==> src/rtl/gray_fifo_pkg.sv <==
// Shared constants and pointer helpers for the Gray-pointer FIFO.
package gray_fifo_pkg;

    localparam int DEF_DATA_SIZE = 4;
    localparam int DEF_ADDR_SIZE = 2;
    localparam int PTR_W         = DEF_ADDR_SIZE + 1;

    // Binary to reflected Gray code; callers zero-extend and truncate to their width.
    function automatic logic [31:0] bin2gray(input logic [31:0] bin);
        return bin ^ (bin >> 1);
    endfunction

    // Full when the write pointer equals the read pointer with its top two Gray bits inverted.
    function automatic logic full_match(input logic [31:0] w_gray,
                                        input logic [31:0] rq_gray,
                                        input int unsigned ptr_w);
        logic [31:0] mask;
        mask = 32'd3 << (ptr_w - 32'd2);
        return w_gray == (rq_gray ^ mask);
    endfunction

endpackage

==> src/rtl/ptr_sync_2ff.sv <==
// Two-stage pointer pipeline; stands in for a CDC synchronizer once the FIFO is split.
module ptr_sync_2ff #(
    parameter int WIDTH = 3
) (
    input  logic             clk_i,
    input  logic             rst_i,
    input  logic [WIDTH-1:0] d_i,
    output logic [WIDTH-1:0] q_o
);

    logic [WIDTH-1:0] stage1;

    // Shift the pointer through both stages; both clear on reset.
    always_ff @(posedge clk_i) begin
        if (rst_i) begin
            stage1 <= '0;
            q_o    <= '0;
        end else begin
            stage1 <= d_i;
            q_o    <= stage1;
        end
    end

endmodule

==> src/rtl/gray_ptr_fifo_1clk.sv <==
// Single-clock FIFO keeping the dual-clock Gray-pointer structure.
// The read pointer reaches the full comparison only through a 2-flop pipeline,
// so full releases late (conservatively); empty compares the write pointer directly.
module gray_ptr_fifo_1clk
    import gray_fifo_pkg::*;
#(
    parameter int DATA_SIZE = DEF_DATA_SIZE,
    parameter int ADDR_SIZE = DEF_ADDR_SIZE
) (
    input  logic                 clk_i,
    input  logic                 rst_i,
    input  logic                 w_inc_i,
    input  logic [DATA_SIZE-1:0] w_data_i,
    input  logic                 r_inc_i,
    output logic [DATA_SIZE-1:0] r_data_o,
    output logic                 fifo_full_o,
    output logic                 fifo_empty_o
);

    localparam int PTR_WIDTH = ADDR_SIZE + 1;
    localparam int DEPTH     = 1 << ADDR_SIZE;

    logic [DATA_SIZE-1:0] mem [DEPTH];

    logic [PTR_WIDTH-1:0] w_bin, r_bin, r_gray;
    logic [PTR_WIDTH-1:0] w_bin_next, r_bin_next;
    logic [PTR_WIDTH-1:0] w_gray_next, r_gray_next;
    logic [PTR_WIDTH-1:0] rq2;
    logic                 w_en, r_en;

    assign w_en = w_inc_i && !fifo_full_o;
    assign r_en = r_inc_i && !fifo_empty_o;

    // Next binary and Gray pointers for both sides.
    always_comb begin
        w_bin_next  = w_bin + PTR_WIDTH'(w_en);
        r_bin_next  = r_bin + PTR_WIDTH'(r_en);
        w_gray_next = PTR_WIDTH'(bin2gray(32'(w_bin_next)));
        r_gray_next = PTR_WIDTH'(bin2gray(32'(r_bin_next)));
    end

    // RAM write port; the array itself is never reset.
    always_ff @(posedge clk_i) begin
        if (!rst_i && w_en)
            mem[w_bin[ADDR_SIZE-1:0]] <= w_data_i;
    end

    // Show-ahead read: the word at the read address is always presented.
    assign r_data_o = mem[r_bin[ADDR_SIZE-1:0]];

    // Write pointer and registered full flag against the delayed read pointer.
    always_ff @(posedge clk_i) begin
        if (rst_i) begin
            w_bin       <= '0;
            fifo_full_o <= 1'b0;
        end else begin
            w_bin       <= w_bin_next;
            fifo_full_o <= full_match(32'(w_gray_next), 32'(rq2), PTR_WIDTH);
        end
    end

    // Read pointer and registered empty flag against the undelayed write pointer.
    always_ff @(posedge clk_i) begin
        if (rst_i) begin
            r_bin        <= '0;
            r_gray       <= '0;
            fifo_empty_o <= 1'b1;
        end else begin
            r_bin        <= r_bin_next;
            r_gray       <= r_gray_next;
            fifo_empty_o <= (r_gray_next == w_gray_next);
        end
    end

    ptr_sync_2ff #(
        .WIDTH (PTR_WIDTH)
    ) u_rptr_sync (
        .clk_i (clk_i),
        .rst_i (rst_i),
        .d_i   (r_gray),
        .q_o   (rq2)
    );

endmodule

==> config.mk <==
export PLATFORM = sky130hd
export DESIGN_NAME = gray_ptr_fifo_1clk
export DESIGN_NICKNAME = d
export VERILOG_FILES = /design/src/rtl/gray_fifo_pkg.sv /design/src/rtl/ptr_sync_2ff.sv /design/src/rtl/gray_ptr_fifo_1clk.sv
export SDC_FILE = /design/constraint.sdc
export NUM_CORES = 1
export LEC_CHECK = 0
export ABC_CLOCK_PERIOD_IN_PS = 1300
export BUFFER_PORTS_ARGS = -buffer_cell sky130_fd_sc_hd__buf_2
export CAP_MARGIN = 20
export CORE_ASPECT_RATIO = 1.4
export CORE_MARGIN = 5
export CORE_UTILIZATION = 50
export CTS_CLUSTER_SIZE = 12
export DETAILED_ROUTE_END_ITERATION = 7
export GPL_TIMING_DRIVEN = 0
export PLACE_DENSITY = 0.85
export SETUP_SLACK_MARGIN = 0.5
export SLEW_MARGIN = 20
export SYNTH_ARGS = -nofsm -noshare
export SYNTH_HDL_FRONTEND = slang
export SYNTH_SLANG_ARGS = --single-unit
==> constraint.sdc <==
create_clock -name clk_i -period 1.3 [get_ports clk_i]
set_input_delay 0.195 -clock clk_i [delete_from_list [all_inputs] [get_ports clk_i]]
set_output_delay 0.195 -clock clk_i [all_outputs]
set_load 0.005 [all_outputs]
After elaboration in Yosys (flattened, before gate mapping)
Memories as Yosys holds them, arrays and structs flattened. A register that Yosys moved wholly into a read port is not among the register bits.
Cells that the tools add are included.
Storage, ports and cells
  register bits: 17
  bits in writable memories: 16
  input bits: 8
  output and inout port bits: 6
  memories: 1
Cells by class
  add/subtract/negate cells: 2
  eq/ne operators: 2
  multiplexer cells: 3
  bitwise gates (word level): 3
  reductions and logical operators: 6
Memory list
  mem: words 4, bits a word 4, rd ports 1, clocked after Yosys merged registers in 1, write ports 1, line gray_ptr_fifo_1clk.sv:23  | logic [DATA_SIZE-1:0] mem [DEPTH];
Operators with widths (number)
  adder 3 x 1 -> 3 bit: 2
  equality test 3 bit: 2
  bitwise XOR 3 x 2 -> 3 bit: 2
  logical AND 1 bit: 3
  logical NOT 1 bit: 3
  2-to-1 mux 1 bit: 2
  2-to-1 mux 2 bit: 1
  NOT 2 bit: 1

Longest topological paths before layout
Gate-level depths: netlist of run 1.
  depth after elaboration: 5
  depth in mapped cells: 6
  gate-level depth less buffers: 6

Hierarchy
A second synthesis of run 1 with hierarchy kept.
Unflattened totals
  cell total of the unflattened synthesis: 80
  area, all modules: 1223.7 µm²
Modules (own cells, without submodules)
  gray_ptr_fifo_1clk: times used 1, cells an instance 68, area an instance 1066.0 µm², sequential area each 680.7 µm²
  ptr_sync_2ff: times used 1, cells an instance 12, area an instance 157.7 µm², sequential area each 120.1 µm²

Worst setup path after synthesis of run 1
No wires, ideal clock.
  path kind: register to register
  from: register fifo_full_o
  to: register fifo_full_o
  library setup time: 117 ps
  arrival: 1340 ps
  slack: -158 ps
  stages on the path, launching flop included: 7
  cell sequence: dfxtp_1 > nor2b_1 > ha_1 > ha_1 > xnor2_2 > mux2i_1 > a32o_1
On the way
  word-level cells in the longest chain between the ends: 5
Ends and longest elaborated chain
  from (decl): line gray_ptr_fifo_1clk.sv:16  | output logic fifo_full_o,
  from (signal assigned): line gray_ptr_fifo_1clk.sv:58  | fifo_full_o <= full_match(32'(w_gray_next), 32'(rq2), PTR_WIDTH);
  logical NOT 1 bit: line gray_ptr_fifo_1clk.sv:31  | assign w_en = w_inc_i && !fifo_full_o;
  logical AND 1 bit: line gray_ptr_fifo_1clk.sv:31
  adder 3 x 1 -> 3 bit: line gray_ptr_fifo_1clk.sv:36  | w_bin_next = w_bin + PTR_WIDTH'(w_en);
  bitwise XOR 3 x 2 -> 3 bit: line gray_fifo_pkg.sv:10  | return bin ^ (bin >> 1);
  equality test 3 bit: line gray_fifo_pkg.sv:19  | return w_gray == (rq_gray ^ mask);
Every way passes these cells.
A chain may end at the register's enable or synchronous reset.

==> flow_summary_export.csv, run 1 <==
group,metric,value,unit
outcome,status,"complete, but fails checks",
outcome,violations,"negative setup slack",
floorplan,core,0.00236,mm2
layout,area_growth_syn_to_layout,29.4,%
power,p_per_area,1270,mW/mm2
drt,drc,0,
timing,setup_tns,-1.78,ns
floorplan,row_count,21,
global_routing,track_usage,14.2,%
power,vdd_drop_max,839,uV
worst_setup_path,arrival,1.36,ns
drt,route.vias.total,703,
placement,port_buffers,13,
drt,drtPass1Iterations,2,
timing,period_minus_slack,1.55,ns
clock_tree,numCtsBuffers,5,
layout,insertedDiodeCount,0,
logic_synthesis,syn-instance-count,80,
layout,drive_gt1_share,47.7,%
power,p_leak,0.588,nW
floorplan,start_util,51.7,%
logic_synthesis,yosys.cell_types.count,20,
timing,fmax,0.645,GHz
floorplan,die_y,68.5,um
floorplan,die_w,51.8,um
worst_setup_path,required,1.11,ns
min_path,hold_path.class,"input pin to flip-flop",
layout,n_fill_cell,162,
logic_synthesis,syn_avg_cell_area,15.3,um2
clock_tree,cts.path.max_buffers,2,
layout,stdcell_area,0.00158,mm2
logic_synthesis,ys_seq_area_share,65.4,%
logic_synthesis,synthesis.area,0.00122,mm2
worst_setup_path,cp-start-kind,"flip-flop",
global_routing,grt_start_max_net_pins,11,
logic_synthesis,synth-seq-cells,32,
worst_setup_path,path_max_fanout,5,
clock_tree,clock_sinks,32,
clock_tree,root_buffer,"clkbuf_4",
timing,rsz0062_at_grt,"yes",
timing,setup-violations-final,23,
worst_setup_path,end_kind,"output pin",
layout,num-nets-final,118,
clock_tree,clk_pin_slew_worst_paths,0.09,ns
drt,viasPerCell,5.41,
clock_tree,ctsHtreeMaxLevel,2,
layout,final_cell_mix,"edfxtp_1, buf_2, dfxtp_1",
drt,drt-total-wl,2150,um
timing,finClkSkew,0.0130,ns
run,max_cap_viol_count,0,
floorplan,design.portCount,14,
timing,fin_crit_sh,119,%
logic_synthesis,yosys_warnings,0,
timing,setup_ws,-0.250,ns
drt,wl_per_cell,16.5,um
timing,maxSlewViolCount,0,
floorplan,die_area,0.00355,mm2
layout,final_common_cell,"edfxtp_1",
clock_tree,clk_latency,0.34,ns
timing,slew_headroom,67.9,%
timing,timing_hold_violations_final,0,
logic_synthesis,syn_nets,92,
drt,drt_iter0_markers,15,
placement,placed_area,0.00139,mm2
global_routing,grt_pass1_vias,737,
placement,gp_congestion,0.728,
global_routing,grt_pass1_wl,3350,um
placement,dp_hpwl,1420,um
timing,worst_pin_slew,0.481,ns
clock_tree,cts_tree,"built",
worst_setup_path,path_class,"flip-flop to output pin",
drt,antenna_left,0,
global_routing,grt_overflow_total,0,
global_routing,antenna_found_initial,0,
final cells by class:
| type | count | area [um2] | area share [%] |
|---|---|---|---|
| flip-flops and latches | 32 | 811 | 51.2 |
| clock buffers | 7 | 45.0 | 2.84 |
| well taps | 23 | 28.8 | 1.82 |
| plain buffers | 1 | 3.75 | 0.237 |
| repair buffers | 19 | 124 | 7.82 |
| multi-input cells | 47 | 568 | 35.9 |
| clock inverters | 1 | 3.75 | 0.237 |
critical path, stage by stage, from the launching register on:
cell     delay, ns
dfxtp_4       0.40
mux4_2        0.49
buf_2         0.14
sequential cells by signal, indices dropped and copies added (netlist names):
name / cells
mem: 16
r_bin: 3
u_rptr_sync.stage1: 3
r_gray: 2
fifo_empty_o: 1
u_rptr_sync.q_o: 3
w_bin: 3
fifo_full_o: 1
power breakdown:
group / switching (mW) / internal [mW] / total, mW
Clock: 0.308 / 0.207 / 0.516
Sequential: 0.0417 / 1.12 / 1.16
Combinational: 0.132 / 0.207 / 0.339
Total: 0.482 / 1.53 / 2.01
cells by family after synthesis:
family | count (synthesis) | synth area share (%)
DFF | 32 | 65.4
and+or+nand+nor | 27 | 12.7
xor gates and xnor gates | 8 | 6.95
muxes | 6 | 9.00
adders and majority gates | 4 | 4.09
AOI/OAI and AO/OA | 2 | 1.53
buffers and inverters | 1 | 0.306
stage by stage:
stage / cells / hold WS, ns / setup slack, ns / power, mW / util, %
after floorplan: 80 / 0.267 / -0.00857 / 1.36 / -
final: 130 / 0.0818 / -0.250 / 2.01 / 67.0
after global routing: 130 / 0.0648 / -0.324 / 2.13 / 67.0
after global placement: 116 / 0.405 / -0.134 / 1.43 / 58.7
after detailed placement: 116 / 0.418 / -0.173 / 1.44 / 58.7
after CTS: 127 / 0.0682 / -0.280 / 1.98 / 64.0
synth_stat cells:
| cell | instances | share of area [%] |
|---|---|---|
| dfxtp_1 | 16 | 26 |
| edfxtp_1 | 16 | 39 |
| nor2b_1 | 12 | 6.1 |
| nor2_1 | 5 | 1.5 |
| ha_1 | 4 | 4.1 |
| mux4_2 | 4 | 7.4 |
| xnor2_1 | 4 | 2.9 |
| mux2i_1 | 2 | 1.6 |
| nand2_1 | 2 | 0.61 |
| nand2b_1 | 2 | 1.0 |
| nor3b_1 | 2 | 1.2 |
| xnor2_2 | 2 | 2.7 |
| xor2_1 | 2 | 1.4 |
| a31o_2 | 1 | 0.72 |
| a32o_1 | 1 | 0.82 |
| and3_1 | 1 | 0.51 |
| and3b_1 | 1 | 0.72 |
| clkbuf_1 | 1 | 0.31 |
| nor3_1 | 1 | 0.41 |
| or2_2 | 1 | 0.51 |
path summary, 6_finish.rpt:
kind	startpoint	end	slack (ns)	cells past startpoint
min reg2reg	u_rptr_sync.stage1[2]$_SDFF_PP0_	u_rptr_sync.q_o[2]$_SDFF_PP0_	0.46	1
max	r_bin[0]$_SDFF_PP0_	r_data_o[3]	-0.25	2
max reg2reg	r_bin[0]$_SDFF_PP0_	fifo_empty_o$_SDFF_PP1_	-0.15	6
min	w_data_i[2]	mem[1][2]$_DFFE_PP_	0.08	1
per-layer routing:
metal,global-route usage [%],part of all wire (%),vias up
li1,-,-,341
met1,11.7,32,338
met2,27.5,59,14
met3,5.16,4.8,10
met4,8.85,4.1,0
met5,0,0,-
repair_timing:
action,4_1_cts,5_1_grt
hold buffers,0,0
gates resized for setup,14,10
pin swaps,4,8
endpoints found under the hold margin,0,0
endpoints found under the setup margin,32,32
setup buffers,3,3
Note: power is estimated with default switching activity, not from simulation.
==> inputs of run 2 (changes only) <==
Settings changed: ABC_CLOCK_PERIOD_IN_PS 1300 to 1900, BUFFER_PORTS_ARGS -buffer_cell sky130_fd_sc_hd__buf_2 to -buffer_cell sky130_fd_sc_hd__buf_4, CORE_UTILIZATION 50 to 59, PLACE_DENSITY 0.85 to 0.92.
Clock period 1.3 ns to 1.9 ns, I/O delays scaled along.
==> run 2 against run 1 <==
The run now ends clean. Routed wire length is 1.7% higher. First-iteration DRC count down 73%. Register-to-register slack improved by 0.59 ns.
==> flow_summary_export.csv, run 2 (synthesized netlist as in run 1, its figures left out) <==
group,metric,value,unit
layout,final_common_cell,"edfxtp_1",
clock_tree,clk_pin_slew_worst_paths,0.10,ns
timing,worst_pin_slew,0.441,ns
drt,drc,0,
drt,route.vias.total,685,
worst_setup_path,cp_slowest_stage_delay,0.51,ns
power,p_per_area,996,mW/mm2
worst_setup_path,crit_family,"multiplexers",
placement,gp_congestion,0.775,
clock_tree,cts.path.max_buffers,2,
outcome,status,"complete, no violations",
drt,drt_iter0_markers,4,
layout,num-nets-final,113,
timing,maxSlewViolCount,0,
layout,area_growth_syn_to_layout,25.3,%
power,power,1.53,mW
timing,rsz0062_at_grt,"yes",
clock_tree,numCtsBuffers,5,
layout,largest_reg_flops,16,
floorplan,row_count,19,
drt,antenna_left,0,
worst_setup_path,path_class,"flip-flop to output pin",
layout,stdcell_area,0.00153,mm2
worst_setup_path,worstSetupStartpoint,"r_bin[0]$_SDFF_PP0_",
timing,fmax,0.601,GHz
worst_setup_path,critPathBufInv,1,
drt,viasPerCell,5.57,
layout,multi_input_area,490,um2
floorplan,core,0.00197,mm2
clock_tree,cts_tree,"built",
timing,setup_tns,0,ns
worst_setup_path,path_cells,"mux4_2 -> buf_6",
worst_setup_path,rrSetupSlack,0.44,ns
worst_setup_path,cp-start-kind,"flip-flop",
global_routing,grt_overflow_total,0,
timing,timing_hold_violations_final,0,
drt,drt-total-wl,2180,um
layout,seq_area,807,um2
drt,wl_per_cell,17.7,um
drt,drtPass1Iterations,2,
clock_tree,clk_latency,0.33,ns
timing,finClkSkew,0.00893,ns
layout,insertedDiodeCount,0,
global_routing,grt_pass1_wl,3600,um
timing,slew_headroom,70.6,%
placement,port_buffers,13,
global_routing,grt_pass1_vias,768,
global_routing,grt_start_max_net_pins,11,
run,max_cap_viol_count,0,
min_path,hold_path.class,"input pin to flip-flop",
clock_tree,ctsHtreeMaxLevel,2,
worst_setup_path,slowest_stage,"mux4_2",
worst_setup_path,required,1.62,ns
floorplan,die_y,63.9,um
clock_tree,root_buffer,"clkbuf_4",
floorplan,die_area,0.00310,mm2
layout,drive_gt1_share,38.2,%
min_path,min_from,"w_data_i[3]",
placement,dp_hpwl,1480,um
worst_setup_path,path_max_fanout,5,
layout,final_cell_mix,"edfxtp_1, dfxtp_1, nor2b_1",
timing,period_minus_slack,1.66,ns
global_routing,antenna_found_initial,0,
timing,setup-violations-final,0,
floorplan,design.portCount,14,
floorplan,start_util,62.0,%
timing,fin_crit_sh,87.6,%
placement,placed_area,0.00137,mm2
global_routing,track_usage,15.7,%
layout,n_fill_cell,119,
power,vdd_drop_max,800,uV
worst_setup_path,arrival,1.38,ns
worst_setup_path,end_kind,"output pin",
worst_setup_path,r2r-start,"fifo_full_o$_SDFF_PP0_",
clock_tree,clock_sinks,32,
floorplan,die_w,48.5,um
power,p_leak,0.569,nW
layout,finish.utilization,77.7,%
-- run 2: final timing paths --
kind	end	cells after the start
max	r_data_o[1]	2
max reg2reg	fifo_full_o$_SDFF_PP0_	6
min reg2reg	u_rptr_sync.q_o[2]$_SDFF_PP0_	1
min	mem[2][3]$_DFFE_PP_	1
-- run 2: layer usage --
metal / track usage [%] / vias up / part of all wire, %
met1: 14.1 / 336 / 32
met2: 29.6 / 14 / 61
met4: 6.06 / 0 / 1.3
met3: 6.98 / 4 / 5.4
li1: - / 331 / -
met5: 0 / - / 0
-- run 2: per-stage QoR --
| stage | worst slack (ns) | hold slack (ns) | std cells |
|---|---|---|---|
| floorplan | 0.506 | 0.357 | 80 |
| global placement | 0.331 | 0.422 | 114 |
| detailed placement | 0.320 | 0.428 | 114 |
| CTS | 0.210 | 0.139 | 123 |
| global route | 0.157 | 0.123 | 123 |
| finish | 0.236 | 0.148 | 123 |
-- run 2: layout make-up --
cell class / instances / share of cell area (%)
clock buffers: 6 / 3.35
repair buffers: 14 / 7.84
flip-flops and latches: 32 / 52.7
plain buffers: 1 / 0.245
clock inverters: 2 / 2.20
multi-input cells: 47 / 32.0
well taps: 21 / 1.71
-- run 2: worst reg2reg max path, cell delays in order, from the launching register on --
cell and delay [ns]:
dfxtp_2 0.37, nor2b_2 0.06, ha_2 0.19, ha_4 0.17
xnor2_4 0.21, mux2i_1 0.23, a32o_1 0.17
-- run 2: repair_timing --
action,4_1_cts,5_1_grt
setup buffers,1,0
pin swaps,3,3
hold buffers,0,0
resized for setup,14,2
setup endpoints to repair,16,10
cloned,0,0
endpoints found under the hold margin,0,0
-- run 2: where the power goes --
part / total [mW] / internal, mW / leakage [nW] / switching, mW
combinational: 0.203 / 0.126 / 0.246 / 0.0776
clock: 0.528 / 0.309 / 0.0459 / 0.219
sequential: 0.795 / 0.763 / 0.277 / 0.0321
